$ cat src/rtl/pad_pkg.sv
// Shared definitions for the SNES pad reader: FSM states, serial slot and report bit indices.
// The mapping helper turns the sampled serial slots into the game's report layout.
package pad_pkg;

    typedef enum logic [2:0] {
        ST_IDLE,
        ST_LATCH,
        ST_SHIFT_LO,
        ST_SHIFT_HI,
        ST_DONE
    } pad_state_t;

    // Position of each button in the pad's serial stream
    localparam int SLOT_B      = 0;
    localparam int SLOT_Y      = 1;
    localparam int SLOT_SELECT = 2;
    localparam int SLOT_START  = 3;
    localparam int SLOT_UP     = 4;
    localparam int SLOT_DOWN   = 5;
    localparam int SLOT_LEFT   = 6;
    localparam int SLOT_RIGHT  = 7;
    localparam int SLOT_A      = 8;
    localparam int SLOT_X      = 9;
    localparam int SLOT_L      = 10;
    localparam int SLOT_R      = 11;

    // Only slots 0..SLOT_A feed the report; later slots are never stored
    localparam int RAW_KEEP = SLOT_A + 1;

    localparam int RPT_JUMP   = 0;
    localparam int RPT_DOWN   = 1;
    localparam int RPT_LEFT   = 2;
    localparam int RPT_RIGHT  = 3;
    localparam int RPT_START  = 4;
    localparam int RPT_SELECT = 5;
    localparam int RPT_A      = 6;
    localparam int RPT_UP     = 7;

    function automatic logic [7:0] map_report(input logic [RAW_KEEP-1:0] raw);
        logic [7:0] rpt;
        rpt             = '0;
        rpt[RPT_JUMP]   = raw[SLOT_B];
        rpt[RPT_DOWN]   = raw[SLOT_DOWN];
        rpt[RPT_LEFT]   = raw[SLOT_LEFT];
        rpt[RPT_RIGHT]  = raw[SLOT_RIGHT];
        rpt[RPT_START]  = raw[SLOT_START];
        rpt[RPT_SELECT] = raw[SLOT_SELECT];
        rpt[RPT_A]      = raw[SLOT_A];
        rpt[RPT_UP]     = raw[SLOT_UP];
        return rpt;
    endfunction

endpackage

$ cat src/rtl/pad_sync.sv
// Two-flop synchronizer for the pad's serial data line.
// Resets to 1 so the line reads as idle/unpressed until real data arrives.
module pad_sync (
    input  logic clk,
    input  logic reset,
    input  logic async_in,
    output logic sync_out
);

    logic meta_reg;
    logic sync_reg;

    always_ff @(posedge clk or posedge reset) begin
        if (reset) begin
            meta_reg <= 1'b1;
            sync_reg <= 1'b1;
        end else begin
            meta_reg <= async_in;
            sync_reg <= meta_reg;
        end
    end

    assign sync_out = sync_reg;

endmodule

$ cat src/rtl/snes_pad_reader.sv
// SNES pad poller: drives latch/shift clock, samples the serial line, publishes an 8-bit report.
// Optional macro PAD_DEBOUNCE_EN: report only updates when two consecutive polls agree.
module snes_pad_reader
    import pad_pkg::*;
#(
    parameter int POLL_DIV  = 833_333,
    parameter int LATCH_CYC = 600,
    parameter int HALF_CYC  = 300,
    parameter int NBITS     = 16
) (
    input  logic       clk,
    input  logic       reset,
    input  logic       enable,
    input  logic       pad_data,
    output logic       pad_latch,
    output logic       pad_clk,
    output logic [7:0] controller_report,
    output logic       report_valid
);

    localparam int POLL_W = (POLL_DIV > 1) ? $clog2(POLL_DIV) : 1;
    localparam int PH_MAX = (LATCH_CYC > HALF_CYC) ? LATCH_CYC : HALF_CYC;
    localparam int PH_W   = $clog2(PH_MAX + 1);

    localparam logic [POLL_W-1:0] POLL_LAST  = POLL_W'(POLL_DIV - 1);
    localparam logic [PH_W-1:0]   LATCH_LAST = PH_W'(LATCH_CYC - 1);
    localparam logic [PH_W-1:0]   HALF_LAST  = PH_W'(HALF_CYC - 1);
    localparam logic [3:0]        BIT_LAST   = 4'(NBITS - 1);

    pad_state_t        state_reg, state_next;
    logic [POLL_W-1:0] poll_cnt_reg;
    logic [PH_W-1:0]   phase_reg, phase_next;
    logic [3:0]        bit_reg, bit_next;
    logic              pad_latch_reg;
    logic              pad_clk_reg;
    logic [7:0]        report_reg;
    logic              report_valid_reg;

    logic              data_sync;
    logic              poll_wrap;
    logic              sample_now;
    logic              load_report;
    logic [RAW_KEEP-1:0] raw;
    logic [7:0]        mapped;

    pad_sync u_sync (
        .clk      (clk),
        .reset    (reset),
        .async_in (pad_data),
        .sync_out (data_sync)
    );

    assign poll_wrap   = (poll_cnt_reg == POLL_LAST);
    assign sample_now  = (state_reg == ST_SHIFT_LO) && (phase_reg == HALF_LAST);
    assign load_report = (state_reg == ST_SHIFT_HI) && (phase_reg == HALF_LAST)
                         && (bit_reg == BIT_LAST);

    // The poll counter never pauses, so the latch period is fixed regardless of FSM activity
    always_ff @(posedge clk or posedge reset) begin
        if (reset) begin
            poll_cnt_reg <= '0;
        end else if (poll_wrap) begin
            poll_cnt_reg <= '0;
        end else begin
            poll_cnt_reg <= poll_cnt_reg + 1'b1;
        end
    end

    always_ff @(posedge clk or posedge reset) begin
        if (reset) begin
            state_reg <= ST_IDLE;
            phase_reg <= '0;
            bit_reg   <= '0;
        end else begin
            state_reg <= state_next;
            phase_reg <= phase_next;
            bit_reg   <= bit_next;
        end
    end

    always_comb begin
        state_next = state_reg;
        phase_next = phase_reg + 1'b1;
        bit_next   = bit_reg;
        case (state_reg)
            ST_IDLE: begin
                phase_next = '0;
                if (poll_wrap && enable) begin
                    state_next = ST_LATCH;
                end
            end
            ST_LATCH: begin
                if (phase_reg == LATCH_LAST) begin
                    state_next = ST_SHIFT_LO;
                    phase_next = '0;
                    bit_next   = '0;
                end
            end
            ST_SHIFT_LO: begin
                if (phase_reg == HALF_LAST) begin
                    state_next = ST_SHIFT_HI;
                    phase_next = '0;
                end
            end
            ST_SHIFT_HI: begin
                if (phase_reg == HALF_LAST) begin
                    phase_next = '0;
                    if (bit_reg == BIT_LAST) begin
                        state_next = ST_DONE;
                    end else begin
                        bit_next   = bit_reg + 1'b1;
                        state_next = ST_SHIFT_LO;
                    end
                end
            end
            ST_DONE: begin
                state_next = ST_IDLE;
                phase_next = '0;
            end
            default: begin
                state_next = ST_IDLE;
                phase_next = '0;
            end
        endcase
    end

    // One sample flop per report-relevant slot; slots beyond NBITS stay unpressed
    for (genvar gi = 0; gi < RAW_KEEP; gi++) begin : g_raw
        if (gi < NBITS) begin : g_live
            logic slot_reg;
            always_ff @(posedge clk or posedge reset) begin
                if (reset) begin
                    slot_reg <= 1'b0;
                end else if (sample_now && (bit_reg == 4'(gi))) begin
                    slot_reg <= ~data_sync;
                end
            end
            assign raw[gi] = slot_reg;
        end else begin : g_absent
            assign raw[gi] = 1'b0;
        end
    end

    assign mapped = map_report(raw);

    // Pad strobes are registered from the next state so they change with the state, glitch-free
    always_ff @(posedge clk or posedge reset) begin
        if (reset) begin
            pad_latch_reg    <= 1'b0;
            pad_clk_reg      <= 1'b1;
            report_valid_reg <= 1'b0;
        end else begin
            pad_latch_reg    <= (state_next == ST_LATCH);
            pad_clk_reg      <= (state_next != ST_SHIFT_LO);
            report_valid_reg <= load_report;
        end
    end

`ifdef PAD_DEBOUNCE_EN
    logic [7:0] prev_reg;

    always_ff @(posedge clk or posedge reset) begin
        if (reset) begin
            prev_reg   <= '0;
            report_reg <= '0;
        end else if (load_report) begin
            prev_reg <= mapped;
            if (mapped == prev_reg) begin
                report_reg <= mapped;
            end
        end
    end
`else
    always_ff @(posedge clk or posedge reset) begin
        if (reset) begin
            report_reg <= '0;
        end else if (load_report) begin
            report_reg <= mapped;
        end
    end
`endif

    assign pad_latch         = pad_latch_reg;
    assign pad_clk           = pad_clk_reg;
    assign controller_report = report_reg;
    assign report_valid      = report_valid_reg;

endmodule

$ cat config.mk
export PLATFORM = sky130hd
export DESIGN_NAME = snes_pad_reader
export DESIGN_NICKNAME = d
export VERILOG_FILES = /design/src/rtl/pad_pkg.sv /design/src/rtl/pad_sync.sv /design/src/rtl/snes_pad_reader.sv
export SDC_FILE = /design/constraint.sdc
export NUM_CORES = 1
export LEC_CHECK = 0
export CORE_ASPECT_RATIO = 1.2
export CORE_MARGIN = 1
export CORE_UTILIZATION = 33
export DETAILED_ROUTE_END_ITERATION = 8
export PLACE_DENSITY = 0.58
export SYNTH_ARGS = -nofsm -noshare
export SYNTH_HDL_FRONTEND = slang
export SYNTH_HIERARCHICAL = 1
export SYNTH_SLANG_ARGS = --single-unit
$ cat constraint.sdc
create_clock -name clk -period 2.7 [get_ports clk]
set_clock_uncertainty 0.1 [all_clocks]
set_input_delay 0.405 -clock clk [delete_from_list [all_inputs] [get_ports clk]]
set_output_delay 0.405 -clock clk [all_outputs]
set_load 0.05 [all_outputs]
; Word-level counts from Yosys, hierarchy flattened
; Cells that the tools add are included.
[totals]
regBits = 58
in_bits = 4
output_inout_bits = 11
word_cells = 72
[classes]
n_addsub = 3
n_eq_ne = 19
n_mux = 14
bitwise_logic = 1
n_reduce_logical = 17
[op_table]
columns = op, n
row1 = 20-bit by 1-bit adder with 20-bit output (second input constant), 1
row2 = 20-bit equality test (second input constant), 1
row3 = 10-bit two-way mux, 2
row4 = 20-bit two-way mux, 1
row5 = 10-bit one-hot mux with 2 select lines, 1
row6 = 4-bit by 3-bit equality test with 1-bit output (second input constant), 4
row7 = 3-bit two-way mux, 5
row8 = 1-bit logical AND, 12
row9 = 4-bit two-way mux, 3
row10 = 3-bit one-hot mux with 4 select lines, 1
row11 = 10-bit by 1-bit adder with 10-bit output (second input constant), 1
row12 = 10-bit equality test (second input constant), 1
row13 = 10-bit by 9-bit equality test with 1-bit output (second input constant), 1
row14 = 4-bit by 2-bit equality test with 1-bit output (second input constant), 2
row15 = 4-bit equality test (second input constant), 2
row16 = 4-bit one-hot mux with 2 select lines, 1
row17 = 3-bit by 1-bit equality test with 1-bit output (second input constant), 2
row18 = 3-bit by 2-bit equality test with 1-bit output (second input constant), 2
row19 = 4-bit by 1-bit adder with 4-bit output (second input constant), 1
row20 = 4-bit zero test, 1
row21 = 2-bit inequality test (second input constant), 2
row22 = 4-bit AND reduction, 1
row23 = 3-bit zero test, 1
row24 = 3-bit by 2-bit inequality test with 1-bit output (second input constant), 1
row25 = 4 further kinds, 4

; Longest topological paths before layout
; Gate-level depths: netlist of the first run.
[depth]
word_depth = 5
ltp_mapped = 6
ltp_nobuf = 6

; Modules after synthesis
; Netlist of the first run, hierarchy kept.
[modules_own_cells]
columns = mod, n_inst, cells_per_inst, area_per_inst_um2
row1 = snes_pad_reader, 1, 256, 2768.9
row2 = pad_sync, 1, 3, 56.3

; Worst setup path before layout of the first run
; Ideal clock, no wire load.
[synth_path]
path_type = register to register
startpoint = reg phase_reg[2]
endpoint = reg g_raw[0].g_live.slot_reg
arrival_time_ns = 1.803
required_time_ns = 2.521
path_slack_ns = 0.717
stages_incl_launch_ff = 5
n_path_buf = 0
cell_sequence = dfrtp_1 -> or4_4 -> nor4_4 -> and4bb_1 -> mux2i_1
[synth_via]
elab_chain_len = 3
[synth_lines]
columns = element, line
row1 = start: declaration, snes_pad_reader.sv:32  ; logic [PH_W-1:0] phase_reg, phase_next;
row2 = start signal: assignment, snes_pad_reader.sv:76  ; phase_reg <= phase_next;
row3 = 10-bit by 9-bit equality test with 1-bit output, snes_pad_reader.sv:54  ; assign sample_now = (state_reg == ST_SHIFT_LO) && (phase_reg == HALF_LAST);
row4 = 1-bit logical AND, snes_pad_reader.sv:54
row5 = 1-bit logical AND, snes_pad_reader.sv:134  ; end else if (sample_now && (bit_reg == 4'(gi))) begin
row6 = end signal: assignment, snes_pad_reader.sv:135  ; slot_reg <= ~data_sync;
row7 = end: declaration, snes_pad_reader.sv:130  ; logic slot_reg;
; No other way between the ends.
; A chain may end at the register's enable or synchronous reset.

; Final worst setup path of the first run
[layout_path]
startpoint = reg phase_reg[2]
endpoint = reg report_reg[0], in the netlist controller_report[0]
[layout_via]
elab_chain_len = 3
[layout_lines]
columns = element, line
row1 = 10-bit by 9-bit equality test with 1-bit output, snes_pad_reader.sv:55  ; assign load_report = (state_reg == ST_SHIFT_HI) && (phase_reg == HALF_LAST)
row2 = 1-bit logical AND, snes_pad_reader.sv:55
row3 = 1-bit logical AND, snes_pad_reader.sv:56  ; && (bit_reg == BIT_LAST);
row4 = end signal: assignment, snes_pad_reader.sv:178  ; report_reg <= mapped;
row5 = end: declaration, snes_pad_reader.sv:36  ; logic [7:0] report_reg;
; No other way between the ends.

==> flow_summary.json, run 1 <==
{
  "status": "completed",
  "grt_pass1_wl_mm": 9.03,
  "p_per_area_nw_per_um2": 535,
  "grt_usage_pct": 13.3,
  "grt-ovfl-total": 0,
  "ys_seq_area_share_pct": 51.5,
  "total_power_mw": 1.78,
  "cts_tree": "built",
  "cts_buffers": 9,
  "largest_register_ffs": 20,
  "finalSetupTns_ns": 0,
  "place_hpwl_mm": 3.50,
  "cp_cell_sequence": "nor4_2 -> nand3_1 -> nor3_4 -> mux2_2",
  "grt_max_degree": 48,
  "hold_buffers": 0,
  "post_drt_wl_per_cell_um": 12.8,
  "cp-end-kind": "register",
  "p_comb_share_pct": 1.4,
  "cts_setup_buffers": 0,
  "gp_congestion": 0.827,
  "clk_path_buf_depth": 2,
  "reg2reg_depth": 4,
  "internal-power_mw": 1.42,
  "antenna_found_initial": 0,
  "num-nets-final": 289,
  "htreeDepth": 3,
  "routed_via_density": 4.84,
  "synth_cell_types": 45,
  "r2r_slack_ns": 0.51,
  "initial_utilization_pct": 34.5,
  "synthToLayoutAreaGrowth_pct": 17.5,
  "first_pass_iters": 4,
  "r2r-end": "controller_report[0]",
  "cts.repair.resized": 0,
  "synthCells": 259,
  "period_share_pct": 80.9,
  "drtIter0Drc": 54,
  "die_w_um": 86.5,
  "use_met2_pct": 21.7,
  "crit_fanout": 8,
  "root_buffer": "clkbuf_8",
  "use_met3_pct": 3.65,
  "antenna_cells": 0,
  "maxSlewViolCount": 0,
  "cp_slowest_cell": "dfrtp_1",
  "syn_nets": 270,
  "clock-sinks": 58,
  "setup_viol": 0,
  "cp.arrival_ns": 2.30,
  "drtAntennaViolNets": 0,
  "maxCapViolations": 0,
  "worstPathRequired_ns": 2.82,
  "clk_pin_slew_ns": 0.07,
  "regToRegStartpoint": "phase_reg[2]",
  "synth_edf_count": 0,
  "pre_cts_ws_ns": 0.499,
  "port_buffers": 14,
  "rsz0062_at_grt": "no",
  "num_vias": 1920,
  "period_needed_ns": 2.19,
  "coreArea_um2": 8200,
  "startpoint_type": "register",
  "p_switching_mw": 0.355,
  "p_sw_share_pct": 20.0,
  "synth_ff_type": "dfrtp_1",
  "syn_avg_cell_area_um2": 10.9,
  "final_common_cell": "dfrtp_1",
  "worst_pin_slew_ns": 0.510,
  "io_pins": 15,
  "ir_worst_vdd_v": 0.000255,
  "leakage_nw": 1.46,
  "grt_pass1_vias": 1946,
  "totalWireLength_mm": 5.08,
  "worstSetupPathType": "register to register",
  "drcViolationCount": 0,
  "final_cell_mix": "dfrtp_1 (55), nor2_1 (26), nand3_1 (24)",
  "hp-class": "input port to asynchronous set/reset pin",
  "relSlewSlack_pct": 65.9,
  "post_route_cells_drive_above_1_share_pct": 12.4,
  "crit_start": "phase_reg[2]",
  "ys_ff_latch": 58,
  "ys_warn_count": 6,
  "pwr-share-clk_pct": 49.4,
  "slowest_delay_ns": 0.45,
  "busiest_layer": "met2",
  "hold_viol_final": 0,
  "grt.met1_usage_pct": 16.1,
  "fin_ws_ns": 0.515,
  "async_flop_share_pct": 100,
  "die-area_um2": 8940,
  "dieHeight_um": 103,
  "share_seq_of_total_power_pct": 49.2,
  "synth_area_um2": 2830,
  "fmax_mhz": 458,
  "rows": 36,
  "insertion_delay_ns": 0.34
}
==> cell families (layout without fill, tap and decap cells) <==
logic type / count (synthesis) / count (layout) / share of synthesized area (%)
AO/OA/AOI/OAI: 12 / 12 / 3.19
flip-flops: 58 / 58 / 51.5
AND/OR/NAND/NOR: 116 / 116 / 24.4
adder cells (fa/ha/maj): 7 / 7 / 3.10
buffers and inverters: 22 / 46 / 2.92
XOR/XNOR: 24 / 24 / 7.44
multiplexers: 20 / 20 / 7.44
==> through the flow <==
step                cell area, um2  utilization [%]  std cells  hold slack (ns)
floorplan                     2830                -        259            0.217
global placement              3100             37.8        381            0.247
detailed placement            3100             37.8        381            0.249
CTS                           3320             40.5        397            0.230
global route                  3320             40.5        397            0.248
finish                        3320             40.5        397            0.236
==> worst max-delay path by stage <==
stage	endpoint	slack [ns]	depth (start not counted)
2_1_floorplan	g_raw[0].g_live.slot_reg	0.72	4
3_3_place_gp	controller_report[3]	0.56	4
3_5_place_dp	controller_report[6]	0.50	4
4_1_cts	controller_report[0]	0.50	4
5_1_grt	controller_report[4]	0.35	5
6_report	controller_report[0]	0.51	4
==> power by group through the flow <==
stage	Sequential [mW]	Combinational (mW)	Clock, mW
after floorplan	0.888	0.0147	0
after global placement	0.890	0.0265	0
after detailed placement	0.890	0.0264	0
after CTS	0.874	0.0266	0.901
after global routing	0.873	0.0292	0.941
final	0.874	0.0250	0.877
==> per-layer routing <==
layer | vias to the layer above | routed length, um | part of all wire (%)
li1 | 954 | - | -
met1 | 922 | 2420 | 48
met2 | 35 | 2430 | 48
met3 | 9 | 161 | 3.2
met4 | 0 | 63 | 1.2
met5 | - | 0 | 0
==> critical path, delay by kind of cell (launching register included) <==
kind	cells	cell delay, ns
flops	1	0.45
simple gates	3	1.14
mux	1	0.38
==> cell type report <==
class	instances	area [um2]
fillers	815	4880
clock inverters	5	77.6
repair buffers	15	160
flip-flops and latches	58	1460
clock buffers	11	141
multi-input cells	179	1290
well taps	114	143
inverters	15	56.3
==> cells in the mapped netlist, drive strengths merged (2+ instances only) <==
cell type | n | share of area [%]
o21ai | 3 | 0.53
and4b | 2 | 0.71
o31ai | 2 | 0.53
nor2b | 5 | 1.1
dfrtp | 55 | 49
xor2 | 10 | 3.1
mux2i | 12 | 4.3
nand2b | 3 | 0.66
clkbuf | 6 | 0.80
nor2 | 26 | 3.5
ha | 7 | 3.1
nor4b | 3 | 0.93
nand3 | 24 | 4.3
mux2 | 8 | 3.2
nor4 | 6 | 2.1
nor3 | 4 | 1.1
nand4 | 11 | 2.4
dfstp | 3 | 2.8
and3 | 6 | 1.3
or4 | 2 | 0.66
inv | 15 | 2.0
and4 | 5 | 1.5
xnor2 | 14 | 4.3
nand2 | 10 | 1.3
Note: power is estimated with default switching activity, not from simulation.
==> run 2, diff against run 1 <==
==> constraint.sdc (replaced) <==
create_clock -name clk -period 2.24 [get_ports clk]
set_clock_uncertainty 0.1 [all_clocks]
set_input_delay 0.336 -clock clk [delete_from_list [all_inputs] [get_ports clk]]
set_output_delay 0.336 -clock clk [all_outputs]
set_load 0.05 [all_outputs]
==> flow_summary.json, run 2 (synthesis gave the netlist of run 1 again) <==
{
  "cts_tree": "built",
  "worstPathRequired_ns": 1.80,
  "relSlewSlack_pct": 66.1,
  "hp-class": "input port to asynchronous set/reset pin",
  "fill_cells": 797,
  "cp_cell_sequence": "clkdlybuf4s50_1",
  "grt_pass1_vias": 1962,
  "coreArea_um2": 8200,
  "cp_num_buf_inv": 1,
  "internal-power_mw": 1.69,
  "fmax_mhz": 480,
  "finalSetupTns_ns": 0,
  "drcViolationCount": 0,
  "num_vias": 1958,
  "rsz0062_at_grt": "no",
  "maxSlewViolCount": 0,
  "die-area_um2": 8940,
  "first_pass_iters": 4,
  "setup_viol": 0,
  "clock-sinks": 58,
  "insertion_delay_ns": 0.34,
  "hold_viol_final": 0,
  "post_route_cells_drive_above_1_share_pct": 14.9,
  "synthToLayoutAreaGrowth_pct": 20.0,
  "num-nets-final": 295,
  "p_sw_share_pct": 21.8,
  "rows": 36,
  "clk_path_buf_depth": 2,
  "crit_fanout": 1,
  "cp.arrival_ns": 1.65,
  "busiest_layer": "met2",
  "grt_max_degree": 57,
  "leakage_nw": 1.49,
  "startpoint_type": "register",
  "post_drt_wl_per_cell_um": 12.8,
  "cts_buffers": 9,
  "hold_buffers": 0,
  "cp_slowest_cell": "clkdlybuf4s50_1",
  "drtIter0Drc": 68,
  "p_switching_mw": 0.473,
  "gp_congestion": 0.788,
  "p_comb_share_pct": 1.4,
  "initial_utilization_pct": 34.5,
  "drtAntennaViolNets": 0,
  "use_met2_pct": 21.6,
  "cp-end-kind": "primary output",
  "grt_usage_pct": 13.3,
  "place_hpwl_mm": 3.56,
  "port_buffers": 14,
  "dieHeight_um": 103,
  "antenna_found_initial": 0,
  "pwr-share-clk_pct": 50.0,
  "die_w_um": 86.5,
  "clk_pin_slew_ns": 0.08,
  "period_needed_ns": 2.08,
  "final_cell_mix": "dfrtp_1 (55), nor2_1 (26), nand3_1 (23)",
  "period_share_pct": 92.9,
  "worstSetupPathType": "register to primary output",
  "htreeDepth": 3,
  "worst_pin_slew_ns": 0.506,
  "io_pins": 15,
  "grt-ovfl-total": 0,
  "grt.met1_usage_pct": 16.7,
  "root_buffer": "clkbuf_8",
  "grt_pass1_wl_mm": 9.18,
  "antenna_cells": 0,
  "share_seq_of_total_power_pct": 48.6,
  "p_per_area_nw_per_um2": 639,
  "slowest_delay_ns": 0.80,
  "use_met3_pct": 3.57,
  "maxCapViolations": 0,
  "largest_register_ffs": 20,
  "status": "completed",
  "critPathTopFamily": "buffers and inverters",
  "final_common_cell": "dfrtp_1",
  "routed_via_density": 4.86,
  "totalWireLength_mm": 5.15,
  "final_util_pct": 41.4,
  "ir_worst_vdd_v": 0.000309
}
run 2: worst paths after layout:
kind / startpoint / end / slack (ns) / cells past startpoint
worst max-delay path: pad_clk / pad_clk / 0.16 / 1
max in group asynchronous: reset / pad_clk / 1.45 / 3
worst min-delay path: reset / u_sync/meta_reg / 0.26 / 2
worst min register to register: u_sync/meta_reg / u_sync/sync_out / 0.26 / 0
min in group clk: u_sync/meta_reg / u_sync/sync_out / 0.26 / 0
worst max register to register: phase_reg[2] / g_raw[8].g_live.slot_reg / 0.23 / 5
run 2: metal layers:
| layer | wire length [um] | share of wire (%) | vias to the layer above |
|---|---|---|---|
| met2 | 2550 | 49 | 33 |
| met1 | 2390 | 46 | 951 |
| met3 | 172 | 3.3 | 5 |
| li1 | - | - | 969 |
| met4 | 46 | 0.89 | 0 |
| met5 | 0 | 0 | - |
run 2: metrics by stage:
step	setup slack, ns	hold slack [ns]	power, mW	area [um2]	std cells
6_report	0.159	0.255	2.17	3390	403
5_1_grt	0.0594	0.266	2.25	3390	403
4_1_cts	0.130	0.249	2.20	3390	403
3_5_place_dp	0.154	0.249	1.10	3160	387
3_3_place_gp	0.219	0.248	1.10	3160	387
2_1_floorplan	0.257	0.148	1.09	2830	259
run 2: layout make-up:
class	count	area, um2	share of cell area (%)
clock buffer	9	124	3.65
clock inverter	7	103	3.03
inverter	15	56.3	1.66
multi-input combinational	179	1290	38.1
sequential	58	1460	42.9
tap	114	143	4.21
timing repair buffer	21	218	6.42
run 2: power groups by stage:
stage / combinational [mW] / sequential, mW / clock [mW]
after floorplan: 0.0177 / 1.07 / 0
after global placement: 0.0325 / 1.07 / 0
after detailed placement: 0.0325 / 1.07 / 0
after CTS: 0.0326 / 1.05 / 1.11
after global routing: 0.0358 / 1.05 / 1.17
final: 0.0302 / 1.05 / 1.08
run 2: repair_timing:
action / 4_1_cts / 5_1_grt
endpoints found under the hold margin: 0 / 0
gates resized for setup: 0 / 1
setup buffers: 0 / 0
setup endpoints to repair: 0 / 8
==> run 3, diff against run 2 <==
--- a/config.mk
+++ b/config.mk
@@ -5,6 +5,7 @@
 export SDC_FILE = /design/constraint.sdc
 export NUM_CORES = 1
 export LEC_CHECK = 0
+export ABC_AREA = 1
 export CORE_ASPECT_RATIO = 1.2
 export CORE_MARGIN = 1
 export CORE_UTILIZATION = 33
==> flow_summary.json, run 3 <==
{
  "status": "completed",
  "num-nets-final": 440,
  "relSlewSlack_pct": 66.8,
  "ys_warn_count": 6,
  "period_needed_ns": 2.08,
  "synthToLayoutAreaGrowth_pct": 15.1,
  "synthCells": 407,
  "worst_pin_slew_ns": 0.496,
  "routed_via_density": 4.68,
  "cts.repair.resized": 0,
  "critPathTopFamily": "buffers and inverters",
  "post-place-cells": 538,
  "syn_avg_cell_area_um2": 7.82,
  "cts_tree": "built",
  "root_buffer": "clkbuf_8",
  "die-area_um2": 10000,
  "cp.arrival_ns": 1.64,
  "worstPathRequired_ns": 1.80,
  "final_common_cell": "nand2_1",
  "maxCapViolations": 0,
  "htreeDepth": 3,
  "grt_pass1_wl_mm": 11.8,
  "fmax_mhz": 481,
  "ys_ff_latch": 58,
  "final_cell_mix": "nand2_1 (96), nor2_1 (68), dfrtp_1 (55), inv_1 (45), nand3_1 (26)",
  "antenna_cells": 0,
  "cp_cell_sequence": "clkdlybuf4s50_1",
  "leakage_nw": 1.77,
  "cp-end-kind": "primary output",
  "setup_viol": 0,
  "ir_worst_vdd_v": 0.000359,
  "cts_setup_buffers": 0,
  "num_vias": 2590,
  "rows": 38,
  "grt_usage_pct": 15.1,
  "finalSetupTns_ns": 0,
  "totalWireLength_mm": 6.72,
  "synth.most_common_cell": "nand2_1",
  "p_per_area_nw_per_um2": 555,
  "port_buffers": 14,
  "largest_register_ffs": 20,
  "drtAntennaViolNets": 0,
  "maxSlewViolCount": 0,
  "finalNonFillerCells": 554,
  "place_hpwl_mm": 5.12,
  "grt_pass1_vias": 2600,
  "cp_slowest_cell": "clkdlybuf4s50_1",
  "dieHeight_um": 110,
  "clk_pin_slew_ns": 0.07,
  "drcViolationCount": 0,
  "cts_buffers": 9,
  "rsz0062_at_grt": "no",
  "crit_fanout": 1,
  "async_flop_share_pct": 100,
  "post_drt_wl_per_cell_um": 12.1,
  "synth_area_leader_cell": "dfrtp_1",
  "synth_top_cell_area_share_pct": 43.2,
  "clk_path_buf_depth": 2,
  "startpoint_type": "register",
  "hold_viol_final": 0,
  "synth_area_um2": 3180,
  "hold_buffers": 0,
  "worstSetupPathType": "register to primary output",
  "gp_congestion": 0.877,
  "slowest_delay_ns": 0.79,
  "io_pins": 15,
  "ys_seq_area_share_pct": 45.7,
  "synth_area_leaders": "dfrtp_1 (43%), nand2_1 (11%), nor2_1 (8.0%)",
  "coreArea_um2": 9220,
  "period_share_pct": 92.8,
  "grt_max_degree": 26,
  "syn_nets": 418,
  "synth_edf_count": 0,
  "synth_ff_type": "dfrtp_1",
  "hp-class": "input port to asynchronous set/reset pin",
  "synthTopCellsByCount": "nand2_1 (96), nor2_1 (68), dfrtp_1 (55)",
  "synth_cell_types": 37,
  "total_power_mw": 2.03,
  "die_w_um": 91.7,
  "initial_utilization_pct": 34.5,
  "antenna_found_initial": 0,
  "clock-sinks": 58,
  "post_route_cells_drive_above_1_share_pct": 12.4,
  "first_pass_iters": 4,
  "cp_num_buf_inv": 1,
  "insertion_delay_ns": 0.34,
  "grt-ovfl-total": 0,
  "drtIter0Drc": 131
}
run 3: changes by cell type after synthesis, sizes merged, moves of 11 or more:
cell and delta:
mux2i -12, o21ai +16, nor2 +49, xnor2 -11, nand2 +95, inv +39
run 3: final cells by class:
class / instances / area [um2]
Fill cell: 994 / 5560
Multi-Input combinational cell: 289 / 1480
Sequential cell: 58 / 1460
Inverter: 55 / 206
Timing Repair Buffer: 16 / 180
Tap cell: 120 / 150
Clock buffer: 13 / 149
Clock inverter: 3 / 40.0
run 3: cells by family after synthesis:
family,Yosys count,synth area share (%)
AOI/OAI and AO/OA,27,4.72
DFF,58,45.7
and+or+nand+nor,241,35.3
xor gates and xnor gates,14,3.85
adders and majority gates,7,2.75
buffers and inverters,60,7.70
run 3: power by group:
part | leakage [nW] | total (mW) | internal (mW) | switching, mW
sequential | 0.761 | 1.05 | 1.05 | 0.00239
clock | 0.0974 | 0.945 | 0.541 | 0.404
combinational | 0.914 | 0.0349 | 0.0119 | 0.0230
run 3: stage by stage:
stage	instance area (um2)	util [%]	hold WS, ns	setup slack [ns]
after CTS	3660	39.7	0.249	0.140
final	3660	39.7	0.238	0.161
after detailed placement	3480	37.7	0.250	0.482
after floorplan	3180	-	0.148	0.434
after global routing	3660	39.7	0.260	0.117
after global placement	3480	37.7	0.250	0.506
run 3: path summary, 6_finish.rpt:
path	startpoint	end	slack, ns	cells past startpoint
max	pad_clk	pad_clk	0.16	1
min	reset	state_reg[1]	0.24	2
max reg2reg	bit_reg[0]	controller_report[3]	0.49	7
min reg2reg	u_sync/meta_reg	u_sync/sync_out	0.26	0
max in group asynchronous	reset	phase_reg[9]	1.34	3
min in group clk	u_sync/meta_reg	u_sync/sync_out	0.26	0
run 3: layer usage:
layer	track usage (%)	part of all wire (%)	vias up
met3	3.73	3.3	9
met4	6.01	1.6	0
met2	27.1	53	42
met1	17.4	42	1216
li1	-	-	1323
met5	0	0	-
run 3: worst reg2reg max path, cell delays in order, from the launching register on:
cell,delay (ns)
dfrtp_1,0.44
ha_1,0.22
nand2_1,0.07
inv_2,0.07
nand2_2,0.16
nor3_4,0.46
nand2_1,0.11
nand2_1,0.08
